<file path="config.mk">
export PLATFORM = sky130hd
export DESIGN_NAME = gate_sweep_bist_flat
export DESIGN_NICKNAME = d
export VERILOG_FILES = /design/src/rtl/gate_sweep_if.sv /design/src/rtl/gate_sweep_bist.sv /design/src/flat_wrapper.sv
export SDC_FILE = /design/constraint.sdc
export NUM_CORES = 1
export LEC_CHECK = 0
export BUFFER_PORTS_ARGS = -buffer_cell sky130_fd_sc_hd__buf_2
export CAP_MARGIN = 20
export CORE_ASPECT_RATIO = 0.8
export CORE_MARGIN = 4
export CORE_UTILIZATION = 46
export CTS_BUF_LIST = sky130_fd_sc_hd__clkbuf_16
export CTS_CLUSTER_DIAMETER = 80
export DETAILED_ROUTE_END_ITERATION = 6
export MAX_ROUTING_LAYER = met4
export PLACE_DENSITY = 0.71
export SYNTH_ARGS = -nofsm -noshare
export SYNTH_HDL_FRONTEND = slang
export SYNTH_SLANG_ARGS = --single-unit
</file>
<file path="constraint.sdc">
create_clock -name clk -period 3.37 [get_ports clk]
set_input_delay 0.1685 -clock clk [delete_from_list [all_inputs] [get_ports clk]]
set_output_delay 0.1685 -clock clk [all_outputs]
set_load 0.02 [all_outputs]
</file>
<file path="src/rtl/gate_sweep_if.sv">
// Control/status and gate-facing bus of the gate truth-table sweeper.
// slave: the sweeper; master: the controller side, which also owns the gate results.
interface gate_sweep_if #(
  parameter int N_IN  = 2,
  parameter int ERR_W = 8
);
  logic              start;
  logic [6:0]        func_mask;
  logic [N_IN-1:0]   dut_in;
  logic [6:0]        dut_out;
  logic              busy;
  logic              done;
  logic              pass;
  logic [ERR_W-1:0]  err_cnt;
  logic [N_IN-1:0]   first_fail_vec;
  logic [6:0]        first_fail_func;

  modport slave (
    input  start, func_mask, dut_out,
    output dut_in, busy, done, pass, err_cnt, first_fail_vec, first_fail_func
  );

  modport master (
    output start, func_mask, dut_out,
    input  dut_in, busy, done, pass, err_cnt, first_fail_vec, first_fail_func
  );
endinterface

</file>
<file path="src/rtl/gate_sweep_bist.sv">
// Exhaustive truth-table sweeper for the NOT/NAND/NOR/AND/OR/XOR/XNOR gate set.
// Optional macro GATE_SWEEP_STOP_ON_FAIL_EN: end the sweep at the first mismatching sample.
module gate_sweep_bist #(
  parameter int N_IN  = 2,
  parameter int DWELL = 4,
  parameter int ERR_W = 8
) (
  input  logic         clk,
  input  logic         rst_n,
  gate_sweep_if.slave  bus
);

  localparam int          DW_W       = (DWELL > 1) ? $clog2(DWELL) : 1;
  localparam logic [DW_W-1:0] DWELL_LAST = DW_W'(DWELL - 1);
  localparam logic [N_IN:0]   VEC_LAST   = (N_IN+1)'((1 << N_IN) - 1);

  typedef enum logic [1:0] {IDLE, SETTLE, DONE} state_t;

  state_t             r_state, w_state_nxt;
  logic [N_IN:0]      r_vec_cnt, w_vec_nxt;
  logic [DW_W-1:0]    r_dwell, w_dwell_nxt;
  logic [ERR_W-1:0]   r_err, w_err_nxt;
  logic               r_fail_seen, w_fail_nxt;
  logic [N_IN-1:0]    r_ffv, w_ffv_nxt;
  logic [6:0]         r_fff, w_fff_nxt;
  logic               r_busy, w_busy_nxt;
  logic               r_done, w_done_nxt;

  logic [N_IN-1:0]    w_v;
  logic [6:0]         w_gold;
  logic [6:0]         w_mm;
  logic               w_cmp;
  logic               w_stop;

  // dut_in comes straight from the vector counter, so it only moves on an advance
  assign w_v = r_vec_cnt[N_IN-1:0];

  assign w_gold[0] = ~w_v[0];
  assign w_gold[1] = ~(&w_v);
  assign w_gold[2] = ~(|w_v);
  assign w_gold[3] = &w_v;
  assign w_gold[4] = |w_v;
  assign w_gold[5] = ^w_v;
  assign w_gold[6] = ~(^w_v);

  assign w_mm  = (bus.dut_out ^ w_gold) & bus.func_mask;
  assign w_cmp = (r_state == SETTLE) && (r_dwell == DWELL_LAST);

`ifdef GATE_SWEEP_STOP_ON_FAIL_EN
  assign w_stop = (w_mm != 7'd0);
`else
  assign w_stop = 1'b0;
`endif

  always_ff @(posedge clk or negedge rst_n) begin
    if (!rst_n) begin
      r_state     <= IDLE;
      r_vec_cnt   <= '0;
      r_dwell     <= '0;
      r_err       <= '0;
      r_fail_seen <= 1'b0;
      r_ffv       <= '0;
      r_fff       <= '0;
      r_busy      <= 1'b0;
      r_done      <= 1'b0;
    end else begin
      r_state     <= w_state_nxt;
      r_vec_cnt   <= w_vec_nxt;
      r_dwell     <= w_dwell_nxt;
      r_err       <= w_err_nxt;
      r_fail_seen <= w_fail_nxt;
      r_ffv       <= w_ffv_nxt;
      r_fff       <= w_fff_nxt;
      r_busy      <= w_busy_nxt;
      r_done      <= w_done_nxt;
    end
  end

  always_comb begin
    w_state_nxt = r_state;
    w_vec_nxt   = r_vec_cnt;
    w_dwell_nxt = r_dwell;
    w_err_nxt   = r_err;
    w_fail_nxt  = r_fail_seen;
    w_ffv_nxt   = r_ffv;
    w_fff_nxt   = r_fff;
    w_busy_nxt  = r_busy;
    w_done_nxt  = r_done;
    case (r_state)
      IDLE, DONE: begin
        if (bus.start) begin
          w_state_nxt = SETTLE;
          w_busy_nxt  = 1'b1;
          w_done_nxt  = 1'b0;
          w_vec_nxt   = '0;
          w_dwell_nxt = '0;
          w_err_nxt   = '0;
          w_fail_nxt  = 1'b0;
          w_ffv_nxt   = '0;
          w_fff_nxt   = '0;
        end
      end
      SETTLE: begin
        if (!w_cmp) begin
          w_dwell_nxt = r_dwell + 1'b1;
        end else begin
          // one error per sample regardless of how many functions disagree
          if (w_mm != 7'd0) begin
            if (r_err != {ERR_W{1'b1}}) w_err_nxt = r_err + 1'b1;
            if (!r_fail_seen) begin
              w_fail_nxt = 1'b1;
              w_ffv_nxt  = w_v;
              w_fff_nxt  = w_mm;
            end
          end
          if ((r_vec_cnt == VEC_LAST) || w_stop) begin
            w_state_nxt = DONE;
            w_busy_nxt  = 1'b0;
            w_done_nxt  = 1'b1;
          end else begin
            w_vec_nxt   = r_vec_cnt + 1'b1;
            w_dwell_nxt = '0;
          end
        end
      end
      default: w_state_nxt = IDLE;
    endcase
  end

  assign bus.dut_in          = w_v;
  assign bus.busy            = r_busy;
  assign bus.done            = r_done;
  assign bus.pass            = r_done && (r_err == '0);
  assign bus.err_cnt         = r_err;
  assign bus.first_fail_vec  = r_ffv;
  assign bus.first_fail_func = r_fff;

endmodule
</file>
<file path="src/flat_wrapper.sv">
// flat-port wrapper written by rule: the top's interface ports become plain ports
module gate_sweep_bist_flat 
#(
  parameter int N_IN  = 2,
  parameter int DWELL = 4,
  parameter int ERR_W = 8
)
  (clk, rst_n, bus_start, bus_func_mask, bus_dut_out, bus_dut_in, bus_busy, bus_done, bus_pass, bus_err_cnt, bus_first_fail_vec, bus_first_fail_func);
  gate_sweep_if #(.N_IN(N_IN), .ERR_W(ERR_W)) bus_i ();
  input  logic clk;
  input  logic rst_n;
  input wire logic [$bits(bus_i.start)-1:0] bus_start;
  input wire logic [$bits(bus_i.func_mask)-1:0] bus_func_mask;
  input wire logic [$bits(bus_i.dut_out)-1:0] bus_dut_out;
  output wire logic [$bits(bus_i.dut_in)-1:0] bus_dut_in;
  output wire logic [$bits(bus_i.busy)-1:0] bus_busy;
  output wire logic [$bits(bus_i.done)-1:0] bus_done;
  output wire logic [$bits(bus_i.pass)-1:0] bus_pass;
  output wire logic [$bits(bus_i.err_cnt)-1:0] bus_err_cnt;
  output wire logic [$bits(bus_i.first_fail_vec)-1:0] bus_first_fail_vec;
  output wire logic [$bits(bus_i.first_fail_func)-1:0] bus_first_fail_func;
  assign bus_i.start = bus_start;
  assign bus_i.func_mask = bus_func_mask;
  assign bus_i.dut_out = bus_dut_out;
  assign bus_dut_in = bus_i.dut_in;
  assign bus_busy = bus_i.busy;
  assign bus_done = bus_i.done;
  assign bus_pass = bus_i.pass;
  assign bus_err_cnt = bus_i.err_cnt;
  assign bus_first_fail_vec = bus_i.first_fail_vec;
  assign bus_first_fail_func = bus_i.first_fail_func;
  gate_sweep_bist #(.N_IN(N_IN), .DWELL(DWELL), .ERR_W(ERR_W)) u_core (.clk(clk), .rst_n(rst_n), .bus(bus_i));
endmodule
</file>
; ---- Yosys cells after proc, flatten, opt, wreduce, memory -nomap -nowiden
; Index checks and enable logic that the tools add are counted.
[op_classes]
n_eq_ne = 13
reduce_logical = 17
n_bitwise = 6
mux = 37
addsub = 3
[ops]
columns = operator, n
row1 = two-way mux 8 bit, 4
row2 = two-way mux 7 bit, 4
row3 = two-way mux 2 bit, 9
row4 = one-hot mux 8 bit (2 select lines), 1
row5 = one-hot mux 7 bit (2 select lines), 1
row6 = inequality test 2 bit (second input constant), 6
row7 = one-hot mux 2 bit (2 select lines), 3
row8 = AND reduction 4 bit, 3
row9 = AND reduction 5 bit, 2
row10 = two-way mux 3 bit, 3
row11 = adder 8 x 1 -> 8 bit (second input constant), 1
row12 = logical NOT 8 bit, 1
row13 = two-way mux 1 bit, 8
row14 = inequality test 8 bit (second input constant), 1
row15 = bitwise AND 7 bit, 1
row16 = nonzero test 7 bit, 1
row17 = XOR 7 bit, 1
row18 = one-hot mux 1 bit (2 select lines), 3
row19 = one-hot mux 3 bit (2 select lines), 1
row20 = AND reduction 3 bit, 2
row21 = equality test 2 bit (second input constant), 2
row22 = NOT 1 bit, 4
row23 = OR reduction 2 bit, 2
row24 = adder 3 x 1 -> 3 bit (second input constant), 1
row25 = other kinds (10), 11
[word_totals]
register_bits = 27
word_cells = 85
out_inout_bits = 22

; ---- Logic depth before layout (Yosys ltp)
[depth]
depth_word = 8
ltp_mapped = 9
ltp_nobuf = 7

; ---- Worst setup path after synthesis
; No wires, ideal clock.
[synth_path]
path_kind = reg2reg
start = reg u_core.r_vec_cnt[0]
end = reg u_core.r_fail_seen
stages_incl_launch_ff = 10
t_arrival_ns = 2.235
path_slack_ns = 1.010
t_required_ns = 3.245
path_cell_list = dfrtp_1 -> inv_1 -> ha_1 -> a221oi_1 -> a21oi_1 -> or4_4 -> buf_6 -> and2_4 -> buf_6 -> mux2_4
[synth_via]
elab_chain_cells = 7
elab_cells_between_ends = 12
[synth_lines]
columns = element, line_no
row1 = "start, declared", gate_sweep_bist.sv:20  ; logic [N_IN:0] r_vec_cnt, w_vec_nxt;
row2 = "start signal, assigned", gate_sweep_bist.sv:68  ; r_vec_cnt <= w_vec_nxt;
row3 = "AND reduction 2 bit, or another cell as far along", "gate_sweep_bist.sv:39, gate_sweep_bist.sv:41"
row4 = "NOT 1 bit, on equally long branches", "gate_sweep_bist.sv:39, gate_sweep_bist.sv:40, gate_sweep_bist.sv:44"
row5 = XOR 7 bit (*), gate_sweep_bist.sv:46  ; assign w_mm = (bus.dut_out ^ w_gold) & bus.func_mask;
row6 = bitwise AND 7 bit (*), gate_sweep_bist.sv:46
row7 = nonzero test 7 bit (*), gate_sweep_bist.sv:108  ; if (w_mm != 7'd0) begin
row8 = inequality test 2 bit (no source line) (*), -
row9 = AND reduction 4 bit (no source line) (*), -
row10 = "end signal, assigned", gate_sweep_bist.sv:71  ; r_fail_seen <= w_fail_nxt;
row11 = "end, declared", gate_sweep_bist.sv:23  ; logic r_fail_seen, w_fail_nxt;
; Every way passes the cells marked *; elsewhere a longest branch is shown, timed or not.
; A chain may end at the register's enable or synchronous reset.

; ---- Worst setup path after layout
[layout_path]
start = reg u_core.r_vec_cnt[0]
end = reg u_core.r_err[0], in the netlist u_core.bus.err_cnt[0]
[layout_via]
elab_chain_cells = 7
elab_cells_between_ends = 12
[layout_lines]
columns = element, line_no
row1 = "AND reduction 2 bit, or another cell as far along", "gate_sweep_bist.sv:39, gate_sweep_bist.sv:41"
row2 = "NOT 1 bit, on equally long branches", "gate_sweep_bist.sv:39, gate_sweep_bist.sv:40, gate_sweep_bist.sv:44"
row3 = XOR 7 bit (*), gate_sweep_bist.sv:46
row4 = bitwise AND 7 bit (*), gate_sweep_bist.sv:46
row5 = nonzero test 7 bit (*), gate_sweep_bist.sv:108
row6 = inequality test 2 bit (no source line) (*), -
row7 = AND reduction 5 bit (no source line) (*), -
row8 = "end signal, assigned", gate_sweep_bist.sv:70  ; r_err <= w_err_nxt;
row9 = "end, declared", gate_sweep_bist.sv:22  ; logic [ERR_W-1:0] r_err, w_err_nxt;
; Marks and branches as above.

==> impl_metrics.yaml <==
pwr:
  power_mw: 1.625
  ir_worst_vdd_uv: 441.9
  power.leakage_nw: 0.8856
  powerDensity_nw_per_um2: 902.6
clock_network:
  cts_root_buf: "clkbuf_16"
  h-tree-depth: 1
  cts_tree: "done"
  postCtsSetupBuffers: 0
  clock_sinks: 27
  ctsHoldBuffers: 1
  numCtsBuffers: 3
  cts_resized: 0
  clk_pin_slew_ns: 0.06
  cts_buffer_depth: 2
  insertion_delay_ns: 0.26
setup_path:
  reg2reg_to: "u_core.bus.err_cnt[0]$_DFFE_PN0P_"
  r2r_start: "u_core.r_vec_cnt[0]$_DFFE_PN0P_"
  rrSetupSlack_ns: 0.81
  cp.arrival_ns: 2.71
  crit_required_ns: 3.52
  cp-start-kind: "flop"
  rr_worst_depth: 7
  timing_worst_setup_path_type: "reg -> reg"
  path_max_fanout: 9
  worstSetupEndpointType: "flop"
grt:
  grt_start_max_net_pins: 28
  met2_usage: 0.2919
  busiest_layer: "met2"
  gr-usage-met3: 0.04746
  antenna_found_initial: 0
  first_global_vias: 1283
  grt_remaining_overflow: 0
  grtUsageMet1: 0.2347
  grt_pass1_wl_um: 5920
  grt_util_all_layers: 0.1845
logic_synthesis:
  synth_mux_area_frac: 0.02405
  synth_top_area_frac: 0.4478
  syn_area_um2: 1509
  synth_ff_type: "dfrtp_1"
  synth-xor-area-share: 0.04063
  syn-num-nets: 177
  syn_area_per_cell_um2: 9.798
  synth_top_cells_by_count: "27 x dfrtp_1, 23 x nand2_1, 11 x inv_1"
  yosys_warnings: 0
  yosysTopAreaCell: "dfrtp_1"
  synth_cell_types: 39
  syn_inst: 154
  synth_seq_cells: 27
  synth_edf_count: 0
  yosysMostFrequentCell: "dfrtp_1"
  ys_top_cells_by_area: "dfrtp_1 45%, a32o_1 6.6%, nand2_1 5.7%"
  synth_top_family_by_area: "compound AO/OA/AOI/OAI gates"
  synth_compound_area_frac: 0.2090
  yosys.area_share.simple: 0.1692
  ys_seq_area_frac: 0.4478
  async_flop_share: 1.000
  yosys.area_share.adder: 0.04975
placed_design:
  numPortBuffers: 38
  dp_slack_ns: 0.8392
  place_congestion: 0.8686
  dp_hpwl_um: 2651
routing:
  wl_per_cell_um: 14.88
  ant_nets: 0
  drcViolationCount: 0
  vias_per_cell: 5.612
  wirelength_um: 3451
  drt_iter0_drc: 141
  dr.pass1.iters: 4
  dr_total_vias: 1302
status:
  outcome: "finished, final reports clean"
sta:
  maxSlewHeadroom: 0.4954
  setup_viol: 0
  max_freq_mhz: 390.8
  holdWs_ns: 0.1588
  period_minus_slack_ns: 2.559
  tns_ns: 0
  grt_setup_unrepaired: "no"
  fin_skew_ns: 0.002032
  worst_pin_slew_ns: 0.7511
  finalMaxSlewViolations: 0
  layout_worst_path_cycle_share: 0.7594
  fin_ws_ns: 0.8110
  final_hold_viol_count: 0
floorplan:
  num_rows: 18
  io_pins: 39
  start_util: 0.4855
  die_h_um: 59.23
  core-area_um2: 3108
  fp.dieArea_um2: 4266
  die-width_um: 72.04
worst_hold_path:
  hold_path.startpoint: "bus_start"
  hold_path_class: "in -> reg"
  hold-path-cell-count: 4
  min_to: "u_core.r_state[1]$_DFFE_PN0P_"
finish:
  syn2layout_area_growth_pct: 19.32
  drive_gt1_frac: 0.2604
  nets: 216
  diodes: 0
run:
  drv_cap: 0
-- cell families after synthesis --
group	after synthesis
AOI/OAI and AO/OA	39
xor gates and xnor gates	7
adders and majority gates	6
buffers and inverters	18
DFF	27
muxes	3
and+or+nand+nor	54
-- sequential cells by signal (all words and copies together) (netlist names) --
| signal | count |
|---|---|
| u_core.bus.first_fail_func | 7 |
| u_core.bus.err_cnt | 8 |
| u_core.bus.busy | 1 |
| u_core.r_state | 2 |
| u_core.bus.first_fail_vec | 2 |
| u_core.bus.done | 1 |
| u_core.r_dwell | 2 |
| u_core.r_vec_cnt | 3 |
| u_core.r_fail_seen | 1 |
-- layout by cell type (no fill, tap or decap), drive strengths merged, types with 2 or more instances in the layout --
cell,netlist,final
a21oi,7,7
a221oi,3,3
a22o,3,3
a22oi,4,4
a31oi,2,2
a32o,10,10
and2,2,2
buf,4,39
clkbuf,2,3
dfrtp,27,27
ha,6,6
inv,12,13
mux2,2,2
nand2,23,23
nand2b,2,2
nand3,9,9
nor2,8,8
nor3,3,3
o21ai,3,3
o2bb2ai,2,2
o31ai,2,2
or4,2,2
xnor2,4,4
xor2,3,3
-- worst max-delay path: stages (launching register included) --
cell	delay (ns)
dfrtp_1	0.44
inv_1	0.09
ha_1	0.39
a221oi_1	0.28
a21oi_1	0.09
or4_4	0.56
nand3_1	0.24
mux2_2	0.36
-- routing by layer --
layer,vias to the layer above,share of wire
li1,637,-
met1,624,0.44
met2,39,0.50
met3,2,0.058
met4,0,0.0064
met5,-,0
-- area by class of cell --
type                            instances  area, µm²
Multi-Input combinational cell        109      743.2
Clock buffer                            3      75.07
Timing Repair Buffer                   40      207.7
Inverter                               12      45.04
Fill cell                             270       1308
Sequential cell                        27      675.6
Clock inverter                          1      3.754
Tap cell                               40      50.05
-- report_power, final --
part / internal, mW / switching, mW / total (mW)
combinational: 0.325 / 0.492 / 0.817
sequential: 0.441 / 0.0992 / 0.540
clock: 0.159 / 0.109 / 0.268
total: 0.925 / 0.700 / 1.63
-- through the flow --
step | cell area, µm² | std cells | util
floorplan | 1509 | 154 | -
global placement | 1712 | 227 | 0.5507
detailed placement | 1712 | 227 | 0.5507
CTS | 1800 | 232 | 0.5793
global route | 1800 | 232 | 0.5793
finish | 1800 | 232 | 0.5793
-- worst max-delay path by stage --
stage / startpoint / end / slack [ns] / cells after the start
3_5_place_dp: u_core.r_vec_cnt[0]$_DFFE_PN0P_ / u_core.bus.err_cnt[0]$_DFFE_PN0P_ / 0.84 / 7
6_report: u_core.r_vec_cnt[0]$_DFFE_PN0P_ / u_core.bus.err_cnt[0]$_DFFE_PN0P_ / 0.81 / 7
4_1_cts: u_core.r_vec_cnt[0]$_DFFE_PN0P_ / u_core.bus.err_cnt[0]$_DFFE_PN0P_ / 0.84 / 7
5_1_grt: u_core.r_vec_cnt[0]$_DFFE_PN0P_ / u_core.bus.err_cnt[0]$_DFFE_PN0P_ / 0.72 / 7
3_3_place_gp: u_core.r_vec_cnt[0]$_DFFE_PN0P_ / u_core.bus.err_cnt[0]$_DFFE_PN0P_ / 1.0 / 7
2_1_floorplan: u_core.r_vec_cnt[0]$_DFFE_PN0P_ / u_core.r_fail_seen$_DFFE_PN0P_ / 1.01 / 9
(Power assumes the default switching activity.)
